### src/rtl/mines_pkg.sv
// Shared types, sizes and helpers for the mines game sequencer.
package mines_pkg;

  localparam int unsigned GRID_CELLS = 16;
  localparam int unsigned CELL_IDX_W = 4;
  localparam int unsigned SCORE_W    = 4;
  localparam int unsigned BOMBS_W    = 5;

  typedef enum logic [2:0] {
    ST_IDLE,
    ST_PLACE,
    ST_PLAY,
    ST_WON,
    ST_LOST,
    ST_CASHED
  } mines_state_t;

  // Number of set bits in a 16-cell grid; 5 bits so a full grid reads as 16.
  function automatic logic [BOMBS_W-1:0] popcount16(input logic [GRID_CELLS-1:0] v);
    logic [BOMBS_W-1:0] n;
    n = '0;
    for (int i = 0; i < int'(GRID_CELLS); i++) begin
      n = n + BOMBS_W'(v[i]);
    end
    return n;
  endfunction

endpackage

### src/rtl/mines_game_ctrl_if.sv
// Player-side and placement-side signals of the mines game sequencer.
interface mines_game_ctrl_if;
  import mines_pkg::*;

  logic                  start;
  logic [3:0]            bomb_count;
  logic                  place_reset;
  logic [3:0]            place_bomb_count;
  logic [GRID_CELLS-1:0] bomb_grid;
  logic                  pick_valid;
  logic [CELL_IDX_W-1:0] pick_idx;
  logic                  cashout;
  logic                  pick_ready;
  logic [GRID_CELLS-1:0] revealed;
  logic [SCORE_W-1:0]    score;
  logic                  pick_dup;
  logic [CELL_IDX_W-1:0] hit_idx;
  logic                  playing;
  logic                  won;
  logic                  lost;
  logic                  cashed;

  // Player / placement-block side
  modport master (
    output start, bomb_count, bomb_grid, pick_valid, pick_idx, cashout,
    input  place_reset, place_bomb_count, pick_ready, revealed, score,
           pick_dup, hit_idx, playing, won, lost, cashed
  );

  // Sequencer side
  modport slave (
    input  start, bomb_count, bomb_grid, pick_valid, pick_idx, cashout,
    output place_reset, place_bomb_count, pick_ready, revealed, score,
           pick_dup, hit_idx, playing, won, lost, cashed
  );

endinterface

### src/rtl/mines_reveal_tracker.sv
// Holds the revealed mask, score and hit cell; classifies each pick against the grid.
module mines_reveal_tracker
  import mines_pkg::*;
(
  input  logic                  clk,
  input  logic                  reset,
  input  logic                  clear,
  input  logic                  pick_en,
  input  logic [CELL_IDX_W-1:0] pick_idx,
  input  logic [GRID_CELLS-1:0] grid,
  output logic [GRID_CELLS-1:0] revealed,
  output logic [SCORE_W-1:0]    score,
  output logic [CELL_IDX_W-1:0] hit_idx,
  output logic                  pick_dup,
  output logic                  dup_c,
  output logic                  hit_c,
  output logic                  safe_c
);

  // A revealed cell is never re-scored, so dup masks both hit and safe.
  always_comb begin
    dup_c  = revealed[pick_idx];
    hit_c  = !dup_c && grid[pick_idx];
    safe_c = !dup_c && !grid[pick_idx];
  end

  // Reveal/score update on an accepted pick; dup flag is a single-cycle pulse.
  always_ff @(posedge clk) begin
    if (reset || clear) begin
      revealed <= '0;
      score    <= '0;
      hit_idx  <= '0;
      pick_dup <= 1'b0;
    end else begin
      pick_dup <= 1'b0;
      if (pick_en) begin
        if (dup_c) begin
          pick_dup <= 1'b1;
        end else begin
          revealed[pick_idx] <= 1'b1;
          if (hit_c) begin
            hit_idx <= pick_idx;
          end else begin
            score <= score + SCORE_W'(1);
          end
        end
      end
    end
  end

endmodule

### src/rtl/mines_game_ctrl.sv
// Round sequencer: runs bomb placement, takes picks, decides win/loss/cash-out.
module mines_game_ctrl
  import mines_pkg::*;
#(
  parameter int unsigned PLACE_WAIT = 2
) (
  input logic               clk,
  input logic               reset,
  mines_game_ctrl_if.slave  bus
);

  mines_state_t          state, state_next;
  logic [3:0]            req_cnt;
  logic [3:0]            wait_cnt;
  logic [GRID_CELLS-1:0] grid_q;
  logic [BOMBS_W-1:0]    bombs_q;
  logic [BOMBS_W-1:0]    grid_pop;
  logic [BOMBS_W-1:0]    win_target;
  logic [BOMBS_W-1:0]    score_inc;
  logic                  start_ok;
  logic                  place_done;
  logic                  pick_en;
  logic                  dup_c;
  logic                  hit_c;
  logic                  safe_c;
  logic [GRID_CELLS-1:0] revealed;
  logic [SCORE_W-1:0]    score;
  logic [CELL_IDX_W-1:0] hit_idx;
  logic                  pick_dup;

  // Acceptance conditions and the win threshold for the current round.
  always_comb begin
    start_ok   = bus.start && (state inside {ST_IDLE, ST_WON, ST_LOST, ST_CASHED});
    place_done = (state == ST_PLACE) && (wait_cnt == 4'(PLACE_WAIT - 1));
    pick_en    = (state == ST_PLAY) && bus.pick_valid && !bus.cashout;
    grid_pop   = popcount16(bus.bomb_grid);
    win_target = BOMBS_W'(GRID_CELLS) - bombs_q;
    score_inc  = {1'b0, score} + BOMBS_W'(1);
  end

  // Next-state logic; cash-out outranks a same-cycle pick.
  always_comb begin
    state_next = state;
    case (state)
      ST_IDLE, ST_WON, ST_LOST, ST_CASHED: begin
        if (bus.start) state_next = ST_PLACE;
      end
      ST_PLACE: begin
        if (place_done) state_next = ST_PLAY;
      end
      ST_PLAY: begin
        if (bus.cashout) begin
          state_next = ST_CASHED;
        end else if (bus.pick_valid) begin
          if (hit_c) begin
            state_next = ST_LOST;
          end else if (safe_c && (score_inc == win_target)) begin
            state_next = ST_WON;
          end
        end
      end
      default: state_next = ST_IDLE;
    endcase
  end

  // State register plus state flags registered from the next state.
  always_ff @(posedge clk) begin
    if (reset) begin
      state           <= ST_IDLE;
      bus.place_reset <= 1'b1;
      bus.pick_ready  <= 1'b0;
      bus.playing     <= 1'b0;
      bus.won         <= 1'b0;
      bus.lost        <= 1'b0;
      bus.cashed      <= 1'b0;
    end else begin
      state           <= state_next;
      bus.place_reset <= !(state_next inside {ST_PLACE, ST_PLAY});
      bus.pick_ready  <= (state_next == ST_PLAY);
      bus.playing     <= (state_next == ST_PLAY);
      bus.won         <= (state_next == ST_WON);
      bus.lost        <= (state_next == ST_LOST);
      bus.cashed      <= (state_next == ST_CASHED);
    end
  end

  // Round setup and grid capture; an empty grid falls back to the requested count.
  always_ff @(posedge clk) begin
    if (reset) begin
      req_cnt  <= 4'd1;
      wait_cnt <= '0;
      grid_q   <= '0;
      bombs_q  <= '0;
    end else if (start_ok) begin
      req_cnt  <= (bus.bomb_count == 4'd0) ? 4'd1 : bus.bomb_count;
      wait_cnt <= '0;
    end else if (state == ST_PLACE) begin
      if (place_done) begin
        grid_q  <= bus.bomb_grid;
        bombs_q <= (grid_pop == '0) ? BOMBS_W'(req_cnt) : grid_pop;
      end else begin
        wait_cnt <= wait_cnt + 4'd1;
      end
    end
  end

  mines_reveal_tracker u_tracker (
    .clk      (clk),
    .reset    (reset),
    .clear    (start_ok),
    .pick_en  (pick_en),
    .pick_idx (bus.pick_idx),
    .grid     (grid_q),
    .revealed (revealed),
    .score    (score),
    .hit_idx  (hit_idx),
    .pick_dup (pick_dup),
    .dup_c    (dup_c),
    .hit_c    (hit_c),
    .safe_c   (safe_c)
  );

  assign bus.place_bomb_count = req_cnt;
  assign bus.revealed         = revealed;
  assign bus.score            = score;
  assign bus.hit_idx          = hit_idx;
  assign bus.pick_dup         = pick_dup;

endmodule
### src/flat_wrapper.sv
// flat-port wrapper written by rule: the top's interface ports become plain ports
module mines_game_ctrl_flat import mines_pkg::*;
#(
  parameter int unsigned PLACE_WAIT = 2
)
  (clk, reset, bus_start, bus_bomb_count, bus_bomb_grid, bus_pick_valid, bus_pick_idx, bus_cashout, bus_place_reset, bus_place_bomb_count, bus_pick_ready, bus_revealed, bus_score, bus_pick_dup, bus_hit_idx, bus_playing, bus_won, bus_lost, bus_cashed);
  mines_game_ctrl_if bus_i ();
  input logic clk;
  input logic reset;
  input wire logic [$bits(bus_i.start)-1:0] bus_start;
  input wire logic [$bits(bus_i.bomb_count)-1:0] bus_bomb_count;
  input wire logic [$bits(bus_i.bomb_grid)-1:0] bus_bomb_grid;
  input wire logic [$bits(bus_i.pick_valid)-1:0] bus_pick_valid;
  input wire logic [$bits(bus_i.pick_idx)-1:0] bus_pick_idx;
  input wire logic [$bits(bus_i.cashout)-1:0] bus_cashout;
  output wire logic [$bits(bus_i.place_reset)-1:0] bus_place_reset;
  output wire logic [$bits(bus_i.place_bomb_count)-1:0] bus_place_bomb_count;
  output wire logic [$bits(bus_i.pick_ready)-1:0] bus_pick_ready;
  output wire logic [$bits(bus_i.revealed)-1:0] bus_revealed;
  output wire logic [$bits(bus_i.score)-1:0] bus_score;
  output wire logic [$bits(bus_i.pick_dup)-1:0] bus_pick_dup;
  output wire logic [$bits(bus_i.hit_idx)-1:0] bus_hit_idx;
  output wire logic [$bits(bus_i.playing)-1:0] bus_playing;
  output wire logic [$bits(bus_i.won)-1:0] bus_won;
  output wire logic [$bits(bus_i.lost)-1:0] bus_lost;
  output wire logic [$bits(bus_i.cashed)-1:0] bus_cashed;
  assign bus_i.start = bus_start;
  assign bus_i.bomb_count = bus_bomb_count;
  assign bus_i.bomb_grid = bus_bomb_grid;
  assign bus_i.pick_valid = bus_pick_valid;
  assign bus_i.pick_idx = bus_pick_idx;
  assign bus_i.cashout = bus_cashout;
  assign bus_place_reset = bus_i.place_reset;
  assign bus_place_bomb_count = bus_i.place_bomb_count;
  assign bus_pick_ready = bus_i.pick_ready;
  assign bus_revealed = bus_i.revealed;
  assign bus_score = bus_i.score;
  assign bus_pick_dup = bus_i.pick_dup;
  assign bus_hit_idx = bus_i.hit_idx;
  assign bus_playing = bus_i.playing;
  assign bus_won = bus_i.won;
  assign bus_lost = bus_i.lost;
  assign bus_cashed = bus_i.cashed;
  mines_game_ctrl #(.PLACE_WAIT(PLACE_WAIT)) u_core (.clk(clk), .reset(reset), .bus(bus_i));
endmodule
### config.mk
export PLATFORM = sky130hd
export DESIGN_NAME = mines_game_ctrl_flat
export DESIGN_NICKNAME = d
export VERILOG_FILES = /design/src/rtl/mines_pkg.sv /design/src/rtl/mines_game_ctrl_if.sv /design/src/rtl/mines_reveal_tracker.sv /design/src/rtl/mines_game_ctrl.sv /design/src/flat_wrapper.sv
export SDC_FILE = /design/constraint.sdc
export NUM_CORES = 1
export LEC_CHECK = 0
export ABC_CLOCK_PERIOD_IN_PS = 8700
export BUFFER_PORTS_ARGS = -buffer_cell sky130_fd_sc_hd__buf_2
export CAP_MARGIN = 20
export CORE_MARGIN = 4
export CORE_UTILIZATION = 59
export DETAILED_ROUTE_END_ITERATION = 7
export PLACE_DENSITY_LB_ADDON = 0.1
export REMOVE_ABC_BUFFERS = 1
export SETUP_SLACK_MARGIN = 0.15
export SLEW_MARGIN = 20
export SYNTH_ARGS = -nofsm -noshare
export SYNTH_HDL_FRONTEND = slang
export SYNTH_SLANG_ARGS = --single-unit
### constraint.sdc
create_clock -name clk -period 8.7 [get_ports clk]
set_input_delay 0.435 -clock clk [delete_from_list [all_inputs] [get_ports clk]]
set_output_delay 0.435 -clock clk [all_outputs]
set_load 0.03 [all_outputs]
==> qor.txt, run 1 <==
number of clock sinks seen by CTS: 62
gate count after technology mapping: 381
cell count after placement: 495
starting density of the core: 62.49%
run status: complete, no violations
Max IR drop VDD: 133.2 uV
Final setup violation count: 0
proportion of register bits with asynchronous set or reset after synthesis: 0%
worst clock skew: 0.006247 ns
fin crit period: 4.343 ns
Leak: 1.702 nW
insertion delay of the later-clocked pin in the worst-skew pair: 0.34 ns
part of the power in the clock network: 34.7%
final standard cell count with taps included and fillers excluded: 511
overall global routing resource usage: 22.90%
switching share of power: 29.81%
power density over the cells: 192.3 nW/um2
mean number of vias per cell: 5.470
final worst hold slack: 0.3417 ns
number of detailed-route iterations in the first pass: 4
IO buf count: 63
clock-pin slew reported for the worst setup and hold paths after clock tree synthesis: 0.07 ns
Iter 0 DRT Violations: 127
cell row count: 26
cell area reported after detailed placement: 3598 um2
switching power: 217.7 uW
average instance area after synthesis: 8.643 um2
CP required: 8.95 ns
Crit. End Element: flop
achievable clock frequency: 230.3 MHz
count of instances resized after the clock tree is built: 0
pin count of the biggest net entering global routing: 33
Pins Over Slew Limit: 0
H-tree depth reported by CTS: 3
area of the die: 6841 um2
Synth Register Bits: 62
Max Root-Sink Buffers: 2
library cell with the largest summed area after synthesis: sky130_fd_sc_hd__dfxtp_1
Max-Slew Margin vs Limit: 40.50%
cell at the root of the clock tree: sky130_fd_sc_hd__clkbuf_8
Chip Height: 82.71 um
ratio of final minimum period to clock period: 49.92%
area fraction of the dominant cell type after synthesis: 37.69%
count of hold buffers inserted by post-cts repair: 0
global placement routability congestion: 0.8263
total CTS buffers: 9
Synth area leaders: sky130_fd_sc_hd__dfxtp_1, sky130_fd_sc_hd__fa_1, sky130_fd_sc_hd__nand2_1, sky130_fd_sc_hd__nor2_1, sky130_fd_sc_hd__mux2i_1
Crit path arrival time: 4.59 ns
final routed wire length divided by cell count: 14.05 um
overflow left after global routing: 0
number of synthesized flops with an enable pin: 0
path class of the lowest-slack min-delay path: input pin to flop
filler instances: 453
count of vias placed by the detailed router: 2795
area occupied by registers: 1241 um2
area of the multi-input gates: 1834 um2
number of global-route vias before repair: 2635
number of nets in the layout: 484
Detail Route Antenna Nets: 0
synthesized cell area: 3293 um2
biggest fanout along the worst timing path: 3
placement-stage worst setup slack: 4.036 ns
share of layout cells above drive strength 1: 20.41%
final wirelength: 7.182 mm
placeable core region: 5270 um2
count of unique library cells instantiated by Yosys: 47
Final Hold Viols: 0
portion of total power attributed to sequential cells: 40.9%
commonest register cell after synthesis: sky130_fd_sc_hd__dfxtp_1
RSZ-0062 raised after global routing: false
combinational power share: 24.3%
final setup margin: 4.357 ns
CTS tree: done
count of max-cap constraint violations: 0
number of top-level design ports: 64
Power Internal: 512.7 uW
crit path launch type: input pin
number of diodes: 0
sequential area share after synthesis: 37.69%
first-pass GRT wire length: 11.85 mm
growth of design area from synthesis to finish: 15.35%
initial antenna violation count: 0
Worst Tran Pin Value: 0.8883 ns
post-detail-place hpwl: 5.440 mm
finished layout cell area: 3799 um2
horizontal extent of the die: 82.71 um
DR DRC count: 0
number of warnings issued by yosys: 0
WS Path Type: input pin to flop
final total negative setup slack: 0 ns
Post CTS Setup Buffer Count: 0
==> cells in the mapped netlist, types with 2 or more instances <==
cell type and count:
sky130_fd_sc_hd__a211o_1 3, sky130_fd_sc_hd__a211oi_1 3, sky130_fd_sc_hd__a21oi_1 30, sky130_fd_sc_hd__a22oi_1 3, sky130_fd_sc_hd__a311oi_1 2, sky130_fd_sc_hd__a31oi_1 7, sky130_fd_sc_hd__and2_1 3, sky130_fd_sc_hd__buf_6 3
sky130_fd_sc_hd__clkbuf_1 15, sky130_fd_sc_hd__dfxtp_1 62, sky130_fd_sc_hd__fa_1 10, sky130_fd_sc_hd__ha_1 9, sky130_fd_sc_hd__inv_1 31, sky130_fd_sc_hd__mux2i_1 17, sky130_fd_sc_hd__mux4_2 4, sky130_fd_sc_hd__nand2_1 52
sky130_fd_sc_hd__nand2b_1 3, sky130_fd_sc_hd__nand3_1 5, sky130_fd_sc_hd__nand3b_1 3, sky130_fd_sc_hd__nand4_1 3, sky130_fd_sc_hd__nor2_1 48, sky130_fd_sc_hd__nor2b_1 7, sky130_fd_sc_hd__nor3_1 5, sky130_fd_sc_hd__nor3b_1 2
sky130_fd_sc_hd__o2111ai_1 2, sky130_fd_sc_hd__o21a_1 10, sky130_fd_sc_hd__o21ai_0 7, sky130_fd_sc_hd__or3_1 2, sky130_fd_sc_hd__xnor2_1 7, sky130_fd_sc_hd__xor2_1 6
==> registers in the layout, indices dropped and copies added (netlist names), 3 cells and up <==
signal / flops
u_core.grid_q: 16
u_core.wait_cnt: 4
u_core.u_tracker.hit_idx: 4
u_core.u_tracker.score: 4
u_core.state: 3
u_core.bombs_q: 5
u_core.bus.place_bomb_count: 4
u_core.u_tracker.revealed: 16
==> worst paths after layout <==
check / startpoint / end / slack [ns] / depth (start not counted)
worst min-delay path: bus_bomb_grid[15] / u_core.grid_q[15]$_SDFFE_PP0P_ / 0.34 / 3
worst max register to register: u_core.wait_cnt[0]$_SDFFE_PP0P_ / u_core.bus.place_reset$_SDFF_PP1_ / 6.40 / 7
worst max-delay path: bus_bomb_grid[0] / u_core.bombs_q[2]$_SDFFE_PP0P_ / 4.36 / 14
worst min register to register: u_core.grid_q[1]$_SDFFE_PP0P_ / u_core.grid_q[1]$_SDFFE_PP0P_ / 0.46 / 2
==> metal layers <==
metal / up-vias / wire length, um / track usage [%] / part of all wire, %
li1: 1395 / - / - / -
met1: 1315 / 3148 / 27.85 / 44
met2: 73 / 3485 / 39.26 / 49
met3: 12 / 429 / 4.555 / 6.0
met4: 0 / 118 / 9.804 / 1.6
met5: - / 0 / 0 / 0
==> power by group through the flow <==
stage          registers [mW]  clock network [mW]  logic [mW]
3_3_place_gp            0.305                   0       0.168
2_1_floorplan           0.310                   0       0.123
4_1_cts                 0.299               0.256       0.178
5_1_grt                 0.300               0.271       0.199
6_report                0.299               0.254       0.178
3_5_place_dp            0.305                   0       0.178
==> through the flow <==
stage               utilization [%]  total power [mW]
floorplan                         -            0.4328
global placement              68.28            0.4731
detailed placement            68.28            0.4830
CTS                           72.08            0.7330
global route                  72.08            0.7694
finish                        72.08            0.7304
==> layout make-up <==
class	instances	area share (%)
Timing Repair Buffer	63	8.300
Inverter	32	3.162
Sequential cell	62	32.67
Multi-Input combinational cell	268	48.29
Tap cell	70	2.306
Clock buffer	12	4.084
Clock inverter	4	1.186
==> placed cells by master (no fill, tap or decap), types with 4 or more instances in the layout <==
cell,netlist,final
sky130_fd_sc_hd__a21oi_1,30,30
sky130_fd_sc_hd__a31oi_1,7,7
sky130_fd_sc_hd__buf_2,0,63
sky130_fd_sc_hd__clkbuf_8,0,11
sky130_fd_sc_hd__dfxtp_1,62,62
sky130_fd_sc_hd__fa_1,10,10
sky130_fd_sc_hd__ha_1,9,9
sky130_fd_sc_hd__inv_1,31,31
sky130_fd_sc_hd__mux2i_1,17,17
sky130_fd_sc_hd__mux4_2,4,4
sky130_fd_sc_hd__nand2_1,52,52
sky130_fd_sc_hd__nand3_1,5,5
sky130_fd_sc_hd__nor2_1,48,48
sky130_fd_sc_hd__nor2b_1,7,7
sky130_fd_sc_hd__nor3_1,5,5
sky130_fd_sc_hd__o21a_1,10,10
sky130_fd_sc_hd__o21ai_0,7,7
sky130_fd_sc_hd__xnor2_1,7,7
sky130_fd_sc_hd__xor2_1,6,6
==> worst max-delay path, stage by stage <==
cell and delay [ns]:
sky130_fd_sc_hd__buf_2 0.11, sky130_fd_sc_hd__ha_1 0.28, sky130_fd_sc_hd__inv_1 0.07, sky130_fd_sc_hd__fa_1 0.42, sky130_fd_sc_hd__fa_1 0.49, sky130_fd_sc_hd__fa_1 0.53
sky130_fd_sc_hd__fa_1 0.43, sky130_fd_sc_hd__fa_1 0.42, sky130_fd_sc_hd__fa_1 0.41, sky130_fd_sc_hd__xor2_1 0.24, sky130_fd_sc_hd__nand4_1 0.17, sky130_fd_sc_hd__a21oi_1 0.24
sky130_fd_sc_hd__nand2_1 0.10, sky130_fd_sc_hd__a311oi_1 0.25
==> cell families (layout without fill, tap and decap cells) <==
family / after synthesis / after routing / synth area share (%)
and+or+nand+nor: 138 / 138 / 18.96
AOI/OAI and AO/OA: 77 / 77 / 15.88
DFF: 62 / 62 / 37.69
buffers and inverters: 51 / 111 / 6.611
muxes: 21 / 21 / 7.903
adders and majority gates: 19 / 19 / 9.498
xor gates and xnor gates: 13 / 13 / 3.457
(Power assumes the default switching activity.)
==> run 2: changes to the inputs <==
ABC_CLOCK_PERIOD_IN_PS = 4400   (was 8700)
CORE_UTILIZATION = 55   (was 59)
clock period = 4.4 ns   (was 8.7 ns; I/O delays follow)
==> run 2 against run 1 <==
Against the previous run:
- clock skew grew 0.0017 ns
- first-iteration DRC count grew 16%
- global-route usage shrank 1.3 points
==> qor.txt, run 2 (same netlist as run 1, synthesis figures left out) <==
met1 Resource Use GR: 27.49% (-0.36 points)
horizontal extent of the die: 85.38 um (+3.2%)
final setup margin: 0.3302 ns (-4.027 ns)
final routed wire length divided by cell count: 14.10 um (+0.30%)
cell row count: 27 (+3.8%)
DR DRC count: 0 (unchanged)
placement-stage worst setup slack: 0.01415 ns (-4.022 ns)
pin count of the biggest net entering global routing: 33 (unchanged)
ratio of final minimum period to clock period: 92.49%
Worst Tran Pin Value: 0.8673 ns (-0.02107 ns)
Top Usage Layer GRT: met2
biggest fanout along the worst timing path: 3 (unchanged)
Max Root-Sink Buffers: 2 (unchanged)
number of nets in the layout: 484 (unchanged)
total CTS buffers: 9 (unchanged)
path class of the lowest-slack min-delay path: input pin to flop
number of top-level design ports: 64 (unchanged)
power after layout: 1.555 mW (+110%)
clock-pin slew reported for the worst setup and hold paths after clock tree synthesis: 0.06 ns (about the same)
insertion delay of the later-clocked pin in the worst-skew pair: 0.34 ns (about the same)
met3 capacity usage during global routing: 4.369% (-0.19 points)
fin crit period: 4.070 ns
overall global routing resource usage: 21.58% (-1.3 points)
CP required: 4.64 ns (-4.31 ns)
power density over the cells: 403.2 nW/um2 (+110%)
CTS tree: done
number of clock sinks seen by CTS: 62 (unchanged)
Max IR drop VDD: 242.4 uV (+82%)
mean number of vias per cell: 5.425 (-0.82%)
run status: complete, no violations
final wirelength: 7.232 mm (+0.70%)
placeable core region: 5642 um2 (+7.1%)
WS Path Type: input pin to flop
growth of design area from synthesis to finish: 17.14%
Pins Over Slew Limit: 0 (unchanged)
number of diodes: 0 (unchanged)
worst clock skew: 0.007932 ns (+0.001685 ns)
final standard cell count with taps included and fillers excluded: 513 (+0.39%)
achievable clock frequency: 245.7 MHz
met2 global-route usage: 35.38% (-3.9 points)
area occupied by registers: 1241 um2 (unchanged)
Final Hold Viols: 0 (unchanged)
Leak: 1.725 nW (+1.3%)
Post CTS Setup Buffer Count: 0 (unchanged)
area of the multi-input gates: 1838 um2 (+0.20%)
final total negative setup slack: 0 ns (unchanged)
cell count after placement: 497 (+0.40%)
final core occ: 68.37% (-3.7 points)
first-pass GRT wire length: 12.59 mm (+6.2%)
global placement routability congestion: 0.8198 (-0.79%)
IO buf count: 63 (unchanged)
number of detailed-route iterations in the first pass: 4 (unchanged)
count of hold buffers inserted by post-cts repair: 0 (unchanged)
count of instances resized after the clock tree is built: 0 (unchanged)
count of max-cap constraint violations: 0 (unchanged)
RSZ-0062 raised after global routing: false
Crit path arrival time: 4.31 ns (-0.28 ns)
initial antenna violation count: 0 (unchanged)
Detail Route Antenna Nets: 0 (unchanged)
crit path launch type: input pin
cell at the root of the clock tree: sky130_fd_sc_hd__clkbuf_8
Iter 0 DRT Violations: 147 (+16%)
Crit. End Element: flop
Final setup violation count: 0 (unchanged)
starting density of the core: 58.37% (-4.1 points)
overflow left after global routing: 0 (unchanged)
number of global-route vias before repair: 2721 (+3.3%)
share of layout cells above drive strength 1: 20.86% (+0.45 points)
post-detail-place hpwl: 5.220 mm (-4.0%)
Chip Height: 85.38 um (+3.2%)
H-tree depth reported by CTS: 3 (unchanged)
Max-Slew Margin vs Limit: 41.91% (+1.4 points)
most common cell after layout, fill and taps aside: sky130_fd_sc_hd__buf_2
most used cells in the layout excluding fill and tap cells: sky130_fd_sc_hd__buf_2, sky130_fd_sc_hd__dfxtp_1, sky130_fd_sc_hd__nand2_1
registers with the highest flip-flop counts: u_core.grid_q: 16 flops, u_core.u_tracker.revealed: 16 flops, u_core.bombs_q: 5 flops
filler instances: 483 (+6.6%)
count of vias placed by the detailed router: 2783 (-0.43%)
area of the die: 7290 um2 (+6.6%)
-- run 2: changes by cell type in the layout (fill, tap and decap cells not counted) --
cell | before | now
sky130_fd_sc_hd__a21oi_2 | 0 | 1
sky130_fd_sc_hd__a21oi_1 | 30 | 29
sky130_fd_sc_hd__bufinv_16 | 1 | 2
sky130_fd_sc_hd__clkbuf_1 | 1 | 0
sky130_fd_sc_hd__clkinv_2 | 3 | 0
sky130_fd_sc_hd__clkbuf_8 | 11 | 14
-- run 2: worst max-delay path, cell delays in order --
cell                       delay [ns]
sky130_fd_sc_hd__buf_2           0.11
sky130_fd_sc_hd__ha_1            0.28
sky130_fd_sc_hd__inv_1           0.07
sky130_fd_sc_hd__fa_1            0.43
sky130_fd_sc_hd__fa_1            0.49
sky130_fd_sc_hd__fa_1            0.55
sky130_fd_sc_hd__fa_1            0.43
sky130_fd_sc_hd__fa_1            0.42
sky130_fd_sc_hd__fa_1            0.42
sky130_fd_sc_hd__xor2_1          0.22
sky130_fd_sc_hd__nand4_1         0.16
sky130_fd_sc_hd__a21oi_2         0.17
sky130_fd_sc_hd__nand2_1         0.07
sky130_fd_sc_hd__a311oi_1        0.27
-- run 2: final timing paths --
path                              startpoint                                end  slack (ns)  cells past startpoint
max                         bus_bomb_grid[0]     u_core.bombs_q[2]$_SDFFE_PP0P_        0.33                     14
min                        bus_bomb_grid[14]     u_core.grid_q[14]$_SDFFE_PP0P_        0.13                      3
max reg2reg  u_core.wait_cnt[0]$_SDFFE_PP0P_  u_core.bus.place_reset$_SDFF_PP1_        2.11                      7
min reg2reg    u_core.grid_q[9]$_SDFFE_PP0P_      u_core.grid_q[9]$_SDFFE_PP0P_        0.46                      2
-- run 2: where the power goes --
group | switching, mW | internal, mW
registers | 0.0130 | 0.579
clock network | 0.216 | 0.397
logic | 0.205 | 0.146
-- run 2: area by class of cell --
cell class	instances	share of cell area (%)
Multi-Input combinational cell	268	47.65
Inverter	32	3.114
Tap cell	72	2.335
Clock buffer	14	4.995
Clock inverter	2	1.557
Timing Repair Buffer	63	8.174
Sequential cell	62	32.18
-- run 2: routing by layer --
layer	part of all wire, %	wire length (um)
met1	44	3194
met2	48	3485
met3	6.0	434
met4	1.6	118
met5	0	0
-- run 2: metrics by stage --
step / cell area (um2) / hold slack, ns
2_1_floorplan: 3196 / 0.2891
3_3_place_gp: 3601 / 0.4386
3_5_place_dp: 3601 / 0.4475
4_1_cts: 3854 / 0.1181
5_1_grt: 3857 / 0.1264
6_report: 3857 / 0.1267
==> run 3: changes to the inputs <==
ABC_AREA = 1   (was default)
==> run 3 against run 2 <==
Against the previous run:
- core utilization shrank 2.4 points
- clock power is 9.6% lower
- area after synthesis grew 1.7%
- sequential cell count did not move
- critical path type unchanged
- largest cell class unchanged
- largest power group is now sequential cells
==> qor.txt, run 3 <==
global placement routability congestion: 0.8467 (+3.3%)
Synth Register Bits: 62 (unchanged)
mean number of vias per cell: 5.027 (-7.3%)
Worst R2R Setup Slack: 1.96 ns (-0.15 ns)
growth of design area from synthesis to finish: 16.63%
CP required: 4.67 ns (+0.03 ns)
power density over the cells: 389.7 nW/um2 (-3.4%)
finished layout cell area: 3905 um2 (+1.2%)
Max-Slew Margin vs Limit: 40.39% (-1.5 points)
crit path launch type: input pin
first-pass GRT wire length: 13.41 mm (+6.6%)
worst clock skew: 0.01195 ns (+0.004021 ns)
Detail Route Antenna Nets: 0 (unchanged)
biggest fanout along the worst timing path: 3 (unchanged)
sequential area share after synthesis: 37.07% (-0.62 points)
ratio of final minimum period to clock period: 88.05% (-4.4 points)
number of synthesized flops with an enable pin: 0 (unchanged)
final total negative setup slack: 0 ns (unchanged)
cell at the root of the clock tree: sky130_fd_sc_hd__clkbuf_8
pin count of the biggest net entering global routing: 40 (+21%)
H-tree depth reported by CTS: 3 (unchanged)
count of hold buffers inserted by post-cts repair: 0 (unchanged)
commonest register cell after synthesis: sky130_fd_sc_hd__dfxtp_1
number of nets in the layout: 592 (+22%)
filler instances: 585 (+21%)
area of the die: 7400 um2 (+1.5%)
Max Root-Sink Buffers: 2 (unchanged)
most used cells in the layout excluding fill and tap cells: sky130_fd_sc_hd__nand2_1, sky130_fd_sc_hd__inv_1, sky130_fd_sc_hd__buf_2
cell area reported after detailed placement: 3690 um2 (+2.5%)
number of warnings issued by yosys: 0 (unchanged)
Leak: 1.932 nW (+12%)
IO buf count: 63 (unchanged)
total CTS buffers: 9 (unchanged)
DR DRC count: 0 (unchanged)
Commonest cells post-synth: sky130_fd_sc_hd__nand2_1, sky130_fd_sc_hd__inv_1, sky130_fd_sc_hd__dfxtp_1, sky130_fd_sc_hd__a21oi_1, sky130_fd_sc_hd__o21ai_0
power after layout: 1.522 mW (-2.2%)
horizontal extent of the die: 86.03 um (+0.76%)
final wirelength: 7.755 mm (+7.2%)
most common cell after layout, fill and taps aside: sky130_fd_sc_hd__nand2_1
registers with the highest flip-flop counts: u_core.grid_q: 16 flops, u_core.u_tracker.revealed: 16 flops, u_core.bombs_q: 5 flops
Post CTS Setup Buffer Count: 0 (unchanged)
number of diodes: 0 (unchanged)
run status: complete, no violations
starting density of the core: 56.55% (-1.8 points)
fin crit period: 3.874 ns (-0.1955 ns)
initial antenna violation count: 0 (unchanged)
overflow left after global routing: 0 (unchanged)
number of global-route vias before repair: 2999 (+10%)
Crit path arrival time: 4.14 ns (-0.17 ns)
area fraction of the dominant cell type after synthesis: 37.07% (-0.62 points)
library cell with the largest summed area after synthesis: sky130_fd_sc_hd__dfxtp_1
Final Hold Viols: 0 (unchanged)
overall global routing resource usage: 22.69% (+1.1 points)
count of vias placed by the detailed router: 3137 (+13%)
path class of the lowest-slack min-delay path: input pin to flop
WS Path Type: input pin to flop
clock-pin slew reported for the worst setup and hold paths after clock tree synthesis: 0.07 ns (about the same)
number of top-level design ports: 64 (unchanged)
Synth area leaders: sky130_fd_sc_hd__dfxtp_1, sky130_fd_sc_hd__nand2_1, sky130_fd_sc_hd__inv_1, sky130_fd_sc_hd__a21oi_1, sky130_fd_sc_hd__fa_1
number of clock sinks seen by CTS: 62 (unchanged)
share of layout cells above drive strength 1: 17.12% (-3.7 points)
proportion of register bits with asynchronous set or reset after synthesis: 0% (unchanged)
Pins Over Slew Limit: 0 (unchanged)
post-detail-place hpwl: 5.650 mm (+8.2%)
number of detailed-route iterations in the first pass: 7 (+3)
CTS tree: done
count of unique library cells instantiated by Yosys: 33 (-30%)
Iter 0 DRT Violations: 171 (+16%)
insertion delay of the later-clocked pin in the worst-skew pair: 0.35 ns (about the same)
count of instances resized after the clock tree is built: 0 (unchanged)
count of max-cap constraint violations: 0 (unchanged)
Final setup violation count: 0 (unchanged)
placeable core region: 5921 um2 (+4.9%)
Crit. End Element: flop
Max IR drop VDD: 308.4 uV (+27%)
Chip Height: 86.03 um (+0.76%)
most repeated cell in the gate-level netlist after synthesis: sky130_fd_sc_hd__nand2_1
cell row count: 28 (+3.7%)
gate count after technology mapping: 484 (+27%)
Worst Tran Pin Value: 0.8920 ns (+0.02471 ns)
final core occ: 65.96% (-2.4 points)
average instance area after synthesis: 6.918 um2 (-20%)
final routed wire length divided by cell count: 12.43 um (-12%)
synthesized cell area: 3348 um2 (+1.7%)
RSZ-0062 raised after global routing: false
achievable clock frequency: 258.1 MHz (+5.0%)
## run 3: cell count changes after synthesis, sizes merged, moves of 4 or more
cell    delta
a21oi     +12
a31oi      -5
clkbuf     -6
inv       +48
mux2i     -17
mux4       -4
nand2     +87
nand3     +28
nor2      -17
nor2b      -7
o21a       -8
o21ai     +27
xnor2      -4
xor2       -4
## run 3: logic make-up after synthesis
group | after synthesis | share of synthesized area (%)
AND/OR/NAND/NOR | 218 | 27.69
buffers and inverters | 95 | 11.29
AO/OA/AOI/OAI | 85 | 13.30
flip-flops | 62 | 37.07
adder cells (fa/ha/maj) | 19 | 9.342
XOR/XNOR | 5 | 1.308
## run 3: worst paths after layout
check / from / end / cells after the start
worst min register to register: u_core.u_tracker.revealed[0]$_SDFFE_PP0P_ / u_core.u_tracker.revealed[0]$_SDFFE_PP0P_ / 2
worst min-delay path: bus_bomb_count[1] / u_core.bus.place_bomb_count[1]$_SDFFE_PP0P_ / 3
worst max-delay path: bus_bomb_grid[0] / u_core.bombs_q[2]$_SDFFE_PP0P_ / 15
worst max register to register: u_core.state[1]$_SDFF_PP0_ / u_core.u_tracker.score[1]$_SDFFE_PP0P_ / 10
## run 3: power breakdown
part	switching (mW)	internal (mW)	total [mW]
registers	0.0141	0.584	0.598
logic	0.232	0.138	0.370
clock network	0.220	0.333	0.553
## run 3: per-layer routing
metal	vias to the layer above	global-route usage (%)	routed length [um]
li1	1649	-	-
met5	-	0	0
met1	1407	29.25	3581
met4	0	8.777	134
met2	69	37.91	3677
met3	12	3.650	361
## run 3: final cells by class
class / count / area (um2) / share of cell area, %
Multi-Input combinational cell: 327 / 1732 / 44.34
Timing Repair Buffer: 64 / 322.8 / 8.267
Clock inverter: 4 / 70.07 / 1.794
Tap cell: 75 / 93.84 / 2.403
Inverter: 80 / 300.3 / 7.690
Clock buffer: 12 / 145.1 / 3.717
Sequential cell: 62 / 1241 / 31.78
## run 3: metrics by stage
step                      setup slack [ns]  std cells  hold WS, ns
after global placement              0.2354        608       0.4488
after CTS                           0.5302        624       0.1051
final                               0.5257        624       0.1159
after floorplan                     0.4553        469       0.2891
after global routing                0.3335        624       0.1269
after detailed placement            0.1736        608       0.4563
## run 3: critical path, cell delays in order
cell                      delay, ns
sky130_fd_sc_hd__buf_2         0.11
sky130_fd_sc_hd__ha_1          0.30
sky130_fd_sc_hd__inv_1         0.07
sky130_fd_sc_hd__fa_1          0.43
sky130_fd_sc_hd__fa_1          0.49
sky130_fd_sc_hd__fa_1          0.53
sky130_fd_sc_hd__fa_1          0.42
sky130_fd_sc_hd__fa_1          0.41
sky130_fd_sc_hd__fa_1          0.41
sky130_fd_sc_hd__xnor2_1       0.15
sky130_fd_sc_hd__inv_1         0.07
sky130_fd_sc_hd__nand4_1       0.11
sky130_fd_sc_hd__nor2_1        0.20
sky130_fd_sc_hd__nand2_1       0.07
sky130_fd_sc_hd__a31oi_1       0.13
